### config.mk
export PLATFORM = sky130hd
export DESIGN_NAME = mem_bus_arbiter
export DESIGN_NICKNAME = d
export VERILOG_FILES = /design/src/rtl/mem_bus_arbiter_pkg.sv /design/src/rtl/mem_bus_arbiter_rr_arbiter2.sv /design/src/rtl/mem_bus_arbiter.sv
export SDC_FILE = /design/constraint.sdc
export NUM_CORES = 1
export LEC_CHECK = 0
export BUFFER_PORTS_ARGS = -buffer_cell sky130_fd_sc_hd__buf_2
export CORE_ASPECT_RATIO = 1.25
export CORE_MARGIN = 1
export CORE_UTILIZATION = 48
export DETAILED_ROUTE_END_ITERATION = 16
export PLACE_DENSITY_LB_ADDON = 0.2
export REMOVE_ABC_BUFFERS = 1
export SYNTH_ARGS = -nofsm -noshare
export SYNTH_HDL_FRONTEND = slang
export SYNTH_SLANG_ARGS = --single-unit
export TNS_END_PERCENT = 10
### constraint.sdc
create_clock -name clk -period 3.33 [get_ports clk]
set_input_delay 0.1665 -clock clk [delete_from_list [all_inputs] [get_ports clk]]
set_output_delay 0.1665 -clock clk [all_outputs]
set_load 0.05 [all_outputs]
### src/rtl/mem_bus_arbiter_pkg.sv
// mem_bus_arbiter_pkg
// Shared definitions for the data-memory arbiter.
//   state_t          : sequencer states (IDLE, WRITE, RD_WAIT, RD_CAP)
//   PORT_CPU/LOADER  : requester indices used for the grant pointer and owner tag
//   NUM_PORTS        : number of requesters sharing the memory
package mem_bus_arbiter_pkg;

  typedef enum logic [1:0] {
    ST_IDLE    = 2'd0,
    ST_WRITE   = 2'd1,
    ST_RD_WAIT = 2'd2,
    ST_RD_CAP  = 2'd3
  } state_t;

  localparam logic PORT_CPU    = 1'b0;
  localparam logic PORT_LOADER = 1'b1;
  localparam int   NUM_PORTS   = 2;

endpackage

### src/rtl/mem_bus_arbiter_rr_arbiter2.sv
// rr_arbiter2
// Two-way round-robin winner select.
//   clk, rst      : clock, asynchronous active-high reset
//   req0, req1    : request lines
//   advance       : strobe - the current winner has been granted
//   win_valid     : at least one request is pending
//   win_port      : index of the winning port (combinational)
// The pointer remembers the last granted port; on a tie the other port wins.
module rr_arbiter2
  import mem_bus_arbiter_pkg::*;
(
  input  logic clk,
  input  logic rst,
  input  logic req0,
  input  logic req1,
  input  logic advance,
  output logic win_valid,
  output logic win_port
);

  logic last_reg;

  always_comb begin
    win_valid = req0 | req1;
    win_port  = PORT_CPU;
    if (req0 && req1) begin
      win_port = ~last_reg;
    end else if (req1) begin
      win_port = PORT_LOADER;
    end
  end

  // Reset to the loader so the CPU wins the first tie.
  always_ff @(posedge clk or posedge rst) begin
    if (rst) begin
      last_reg <= PORT_LOADER;
    end else if (advance) begin
      last_reg <= win_port;
    end
  end

endmodule

### src/rtl/mem_bus_arbiter.sv
// mem_bus_arbiter
// Shares a single-port synchronous memory between the CPU (port 0) and the
// loader/debug port (port 1), sequences the one-cycle read latency and
// returns read data with a per-port valid pulse.
//   clk, rst                 : clock, asynchronous active-high reset
//   req*/we*/addr*/wdata*    : per-port command, held until gnt*
//   gnt*                     : one-cycle pulse, command captured
//   rvalid*                  : one-cycle pulse, rdata holds this port's word
//   rdata                    : last captured read word (shared)
//   busy                     : sequencer not idle
//   mem_in                   : memory read data
//   mem_addr/mem_we/mem_data : registered memory command
module mem_bus_arbiter
  import mem_bus_arbiter_pkg::*;
#(
  parameter int ADDR_WIDTH = 6,
  parameter int DATA_WIDTH = 16
) (
  input  logic                  clk,
  input  logic                  rst,
  input  logic                  req0,
  input  logic                  req1,
  input  logic                  we0,
  input  logic                  we1,
  input  logic [ADDR_WIDTH-1:0] addr0,
  input  logic [ADDR_WIDTH-1:0] addr1,
  input  logic [DATA_WIDTH-1:0] wdata0,
  input  logic [DATA_WIDTH-1:0] wdata1,
  output logic                  gnt0,
  output logic                  gnt1,
  output logic                  rvalid0,
  output logic                  rvalid1,
  output logic [DATA_WIDTH-1:0] rdata,
  output logic                  busy,
  input  logic [DATA_WIDTH-1:0] mem_in,
  output logic [ADDR_WIDTH-1:0] mem_addr,
  output logic                  mem_we,
  output logic [DATA_WIDTH-1:0] mem_data
);

  state_t                  state_reg;
  logic                    owner_reg;
  logic [NUM_PORTS-1:0]    gnt_reg;
  logic [NUM_PORTS-1:0]    rvalid_reg;
  logic [DATA_WIDTH-1:0]   rdata_reg;
  logic [ADDR_WIDTH-1:0]   mem_addr_reg;
  logic                    mem_we_reg;
  logic [DATA_WIDTH-1:0]   mem_data_reg;

  logic                    win_valid;
  logic                    win_port;
  logic                    advance;

  // Per-port command buses gathered into arrays so the winner can index them.
  logic                    we_arr    [NUM_PORTS];
  logic [ADDR_WIDTH-1:0]   addr_arr  [NUM_PORTS];
  logic [DATA_WIDTH-1:0]   wdata_arr [NUM_PORTS];

  assign we_arr[0]    = we0;
  assign we_arr[1]    = we1;
  assign addr_arr[0]  = addr0;
  assign addr_arr[1]  = addr1;
  assign wdata_arr[0] = wdata0;
  assign wdata_arr[1] = wdata1;

  // Arbitration only happens in IDLE; the pointer moves with each grant.
  assign advance = (state_reg == ST_IDLE) && win_valid;

  rr_arbiter2 u_rr_arbiter2 (
    .clk       (clk),
    .rst       (rst),
    .req0      (req0),
    .req1      (req1),
    .advance   (advance),
    .win_valid (win_valid),
    .win_port  (win_port)
  );

  always_ff @(posedge clk or posedge rst) begin
    if (rst) begin
      state_reg    <= ST_IDLE;
      owner_reg    <= PORT_CPU;
      gnt_reg      <= '0;
      rvalid_reg   <= '0;
      rdata_reg    <= '0;
      mem_addr_reg <= '0;
      mem_we_reg   <= 1'b0;
      mem_data_reg <= '0;
    end else begin
      gnt_reg    <= '0;
      rvalid_reg <= '0;
      case (state_reg)
        ST_IDLE: begin
          if (win_valid) begin
            gnt_reg[win_port] <= 1'b1;
            owner_reg         <= win_port;
            mem_addr_reg      <= addr_arr[win_port];
            mem_data_reg      <= wdata_arr[win_port];
            if (we_arr[win_port]) begin
              mem_we_reg <= 1'b1;
              state_reg  <= ST_WRITE;
            end else begin
              state_reg  <= ST_RD_WAIT;
            end
          end
        end
        ST_WRITE: begin
          mem_we_reg <= 1'b0;
          state_reg  <= ST_IDLE;
        end
        // Memory samples mem_addr during this cycle; data appears next cycle.
        ST_RD_WAIT: begin
          state_reg <= ST_RD_CAP;
        end
        ST_RD_CAP: begin
          rdata_reg             <= mem_in;
          rvalid_reg[owner_reg] <= 1'b1;
          state_reg             <= ST_IDLE;
        end
        default: begin
          mem_we_reg <= 1'b0;
          state_reg  <= ST_IDLE;
        end
      endcase
    end
  end

  assign gnt0     = gnt_reg[0];
  assign gnt1     = gnt_reg[1];
  assign rvalid0  = rvalid_reg[0];
  assign rvalid1  = rvalid_reg[1];
  assign rdata    = rdata_reg;
  assign busy     = (state_reg != ST_IDLE);
  assign mem_addr = mem_addr_reg;
  assign mem_we   = mem_we_reg;
  assign mem_data = mem_data_reg;

endmodule

# --- Word level (Yosys, flattened, before mapping) ---
# Index checks and enable logic that the tools add are counted.
classes:
  n_lt_le_gt_ge: 5
  n_eq_ne: 5
  muxes: 24
  bitwise_logic: 3
  reduce_logical: 10
op_table:
  columns: ["cell", "count"]
  rows:
  - ["16-bit 2-to-1 mux", 3]
  - ["6-bit 2-to-1 mux", 3]
  - ["2-bit 2-to-1 mux", 5]
  - ["1-bit 2-to-1 mux", 9]
  - ["2-bit case mux with 3 select lines", 1]
  - ["2-bit equality test, second input constant", 2]
  - ["1-bit logical AND", 4]
  - ["1-bit by 2-bit less-than comparator with 1-bit output, second input constant", 2]
  - ["2-bit nonzero test", 2]
  - ["3-bit AND reduction", 1]
  - ["1-bit demux with 1-bit select", 2]
  - ["2-bit by 1-bit equality test with 1-bit output, second input constant", 1]
  - ["1-bit greater-or-equal comparator, second input constant", 2]
  - ["2-bit greater-or-equal comparator, second input constant", 1]
  - ["2-bit zero test", 1]
  - ["2-bit by 1-bit != test with 1-bit output, second input constant", 1]
  - ["2-bit != test, second input constant", 1]
  - ["1-bit NOT with 2-bit output", 1]
  - ["1-bit case mux with 2 select lines", 1]
  - ["2-bit AND reduction", 1]
  - ["2-bit OR reduction", 1]
  - ["1-bit NOT", 1]
  - ["1-bit bitwise OR", 1]
totals:
  register_bits: 47

# --- Depth between registers and ports, before layout ---
logic_depth:
  ltp_word: 9
  mapped_depth: 5

# --- Modules after synthesis ---
# A second synthesis with hierarchy kept.
hier_totals:
  hier_cells: 160
  hier_area_um2: 2016.9
by_module_without_submodules:
  columns: ["module", "instances", "cells_each", "area_per_inst_um2"]
  rows:
  - ["mem_bus_arbiter", 1, 155, 1954.4]
  - ["rr_arbiter2", 1, 5, 62.6]

# --- Worst setup path before layout ---
# Ideal clock, no wire load.
synth_timing:
  path_type: "register to register"
  from: "register u_rr_arbiter2.last_reg"
  to: "register mem_addr_reg[0] (netlist: mem_addr[0])"
  setup_ns: 0.125
  t_arrival_ns: 1.398
  t_required_ns: 3.205
  setup_slack_ns: 1.807
  stages_incl_launch_ff: 5
  synth_period_minus_slack_ns: 1.523
  path_cell_list: "dfstp_2 a21bo_4 buf_6 mux2_4 mux2_2"
synth_via:
  elab_chain_cells: 6
synth_lines:
  columns: ["item", "line_no", "text"]
  rows:
  - ["from (decl)", "mem_bus_arbiter_rr_arbiter2.sv:21", "logic last_reg;"]
  - ["from (signal assigned)", "mem_bus_arbiter_rr_arbiter2.sv:38", "last_reg <= win_port;"]
  - ["1-bit NOT", "mem_bus_arbiter_rr_arbiter2.sv:27", "win_port = ~last_reg;"]
  - ["1-bit 2-to-1 mux", "mem_bus_arbiter_rr_arbiter2.sv:26", "if (req0 && req1) begin"]
  - ["1-bit NOT with 2-bit output (implied by the code)", "mem_bus_arbiter.sv:97", "mem_addr_reg <= addr_arr[win_port];"]
  - ["6-bit 2-to-1 mux (implied by the code) (3 in a row)", "mem_bus_arbiter.sv:97", null]
  - ["to (signal assigned)", "mem_bus_arbiter.sv:97", null]
  - ["to (decl)", "mem_bus_arbiter.sv:46", "logic [ADDR_WIDTH-1:0] mem_addr_reg;"]
# No other way between the ends. The select of a mux whose other input is x is not followed.
# A chain may end at the register's enable or synchronous reset.

# --- Worst setup path in the final report ---
layout_timing:
  from: "register u_rr_arbiter2.last_reg"
  to: "register mem_addr_reg[2] (netlist: mem_addr[2])"
# The elaborated chain is that of the path after synthesis.

==> parameters.txt <==
Parameter                              Value

Floorplan
  Die Outline Area    4684 sq um
  Horizontal die dimension    61.42 microns
  Initial core utilization    0.5087
  Chip Height    76.27 microns
  Count of boundary I/O pins    110
  Site row count    26
  Core outline area    4164 sq um

Worst setup path
  Largest fanout of any net on the critical path    23
  Kind of capture point of the worst setup path    flop
  CP Class    reg2reg
  Library cell contributing the largest single delay on the critical path    dfstp_2
  Cell breakdown of the critical path    a21bo_4 -> mux2_2 -> mux2_2
  Arrival time worst endpoint    1.92 ns
  Cell seen most often among critical-path stages    mux2_2
  Data required time of the worst path    3.51 ns
  Startpoint type of the worst setup path    flop
  Slowest Stage Delay on Critical Path    0.57 ns

Logic synthesis
  Synth async-reset ratio    1.000
  Top post-synthesis cells by area    dfrtp_1 (54%), mux2_2 (22%), mux2_4 (13%), dfstp_2 (1.2%), buf_6 (1.1%)
  Register area share after synthesis    0.5558
  Yosys top cell area share    0.5434
  Per-instance average area after synthesis    15.24 sq um
  Most common cell in the synthesized netlist    dfrtp_1
  Top FF cell, synth    dfrtp_1
  Most area-hungry cell type in the Yosys netlist    dfrtp_1
  Synthesized cell area    2118 sq um
  Post-synth EDFFs    0
  Unique masters post-synth    22
  Flop and latch count out of synthesis    47
  Most numerous cell types in the synthesized netlist    dfrtp_1 (46), mux2_2 (41), mux2_4 (19)
  Count of warnings emitted by yosys    0
  Cells after synthesis    139

STA
  Fmax    0.5755 GHz
  Final number of max-transition violations    0
  Total Neg Setup Slack    0 ns
  Final clock period utilization by the worst path    0.5218
  RSZ-0062 raised after global routing    false
  Final setup skew    0.002365 ns
  Endpoints failing setup    0
  Final-report hold violation count    0
  Transition time at the pin with the least slew margin    1.094 ns
  Min Clock Period, post-route    1.738 ns
  Worst-case headroom to the max-slew limit    0.2708

Clocking
  Total number of clock tree sinks    47
  CTS hold repair buffers    0
  Clock buffer count from CTS    5
  Buffer type at the clock tree root    clkbuf_8
  Post-CTS setup-driven buffer insertion count    0
  Clock Latency Late Sink    0.29 ns
  CTS HTree Levels    2
  Clock Path Buffers    2
  CTS resizes    0
  Clock transition at the register clock pins on the worst setup and hold paths after CTS    0.08 ns
  CTS tree    yes

Global routing
  Initial antenna violation count    0
  Total global-route track usage    0.1800
  Maximum number of pins on one net before global-route repair    48
  Global-route wire length before repair    6141 microns
  Via count of the first global-routing pass    1442
  Final global-route overflow total    0

Outcome
  Outcome    completed

Routing
  WL/cell    12.17 microns
  Vias per cell    4.886
  Antenna Nets Post-Route    0
  Remaining routing DRC violations    0
  Violation count after the first detailed-routing iteration    26
  Total wire length    3725 microns
  Total number of vias    1495
  First-pass iteration count of the detailed router    4

Placed design
  GPL Wtd Cong    0.6890
  Quantity of I/O buffers inserted on ports    109
  Placed Cells incl. Taps    299

Finish
  Layout overhead on the synthesized area    31.60%
  # nets final    316
  Number of fill cells in the layout    353
  Share of post-route cells with drive strength above 1    0.7240
  Post-route insts no fill    306
  Number of antenna repair diodes    0

Min path
  Hold WC Path Type    in2async

Power and ir drop
  Leakage power    1.452 nW
  Peak supply drop    650.6 uV
  Post-layout total power    3.196 mW
  Power density of the placed cells    1146 nW/um^2

Job
  Max-capacitance violation count    0
-- power by group --
| part | internal (mW) | total, mW | switching (mW) | leakage (nW) |
|---|---|---|---|---|
| clock network | 0.163 | 0.331 | 0.168 | 0.0470 |
| registers | 0.859 | 0.997 | 0.138 | 0.558 |
| logic | 0.577 | 1.87 | 1.29 | 0.847 |
-- per-layer routing --
layer / track usage / part of all wire / vias to the layer above
met3: 0.06452 / 0.093 / 6
met1: 0.1807 / 0.38 / 698
met2: 0.3207 / 0.51 / 75
met5: 0 / 0 / -
met4: 0.07333 / 0.018 / 0
li1: - / - / 716
-- cells by family (layout without fill, tap and decap cells) --
logic type	count (synthesis)	after routing	synth area share
mux	61	61	0.3574
flops	47	47	0.5558
compound gates	12	12	0.03958
buf+inv	10	121	0.02657
simple gates	9	9	0.02068
-- worst paths after layout --
path                                            endpoint  slack, ns  cells after the start                               start
worst max-delay path             mem_addr[2]$_DFFE_PP0P_       1.59                      3  u_rr_arbiter2.last_reg$_DFFE_PP1P_
worst min-delay path                rdata[8]$_DFFE_PP0N_       0.08                      2                                 rst
worst max register to register   mem_addr[2]$_DFFE_PP0P_       1.59                      3  u_rr_arbiter2.last_reg$_DFFE_PP1P_
worst min register to register   rvalid_reg[0]$_DFF_PP0_       0.48                      1               owner_reg$_DFFE_PP0P_
max in group asynchronous       state_reg[0]$_DFFE_PP0P_       2.69                      2                                 rst
min in group clk                   rdata[13]$_DFFE_PP0N_       0.10                      2                          mem_in[13]
-- stage by stage --
stage / hold slack, ns / setup WS (ns) / utilization / instance area (sq um)
floorplan: 0.2365 / 1.692 / - / 2077
global placement: 0.4003 / 1.572 / 0.6484 / 2700
detailed placement: 0.4052 / 1.557 / 0.6484 / 2700
CTS: 0.09321 / 1.567 / 0.6695 / 2788
global route: 0.08726 / 1.499 / 0.6695 / 2788
finish: 0.08012 / 1.592 / 0.6695 / 2788
-- area by class of cell --
class                      instances  area [sq um]  share of cell area
clock buffer                       6         82.58             0.02962
clock inverter                     1         5.005            0.001795
inverter                           4         15.01            0.005386
multi-input combinational         82         884.6              0.3173
sequential                        47          1177              0.4224
tap                               56         70.07             0.02513
timing repair buffer             110         553.0              0.1984
-- worst max-delay path, delay by kind of cell, from the launching register on --
family / cells / cell delay, ns
compound gates: 1 / 0.41
flops: 1 / 0.57
mux: 2 / 0.64
-- cell usage in the layout (no fill, tap or decap), drive strengths merged, types with 2 or more instances in the layout --
cell type  count
buf          110
mux2          60
dfrtp         46
clkbuf         6
inv            4
nor2           3
a21oi          3
a31oi          3
o21ai          3
nand2          2
No activity file was read; power rests on OpenSTA's default activity.
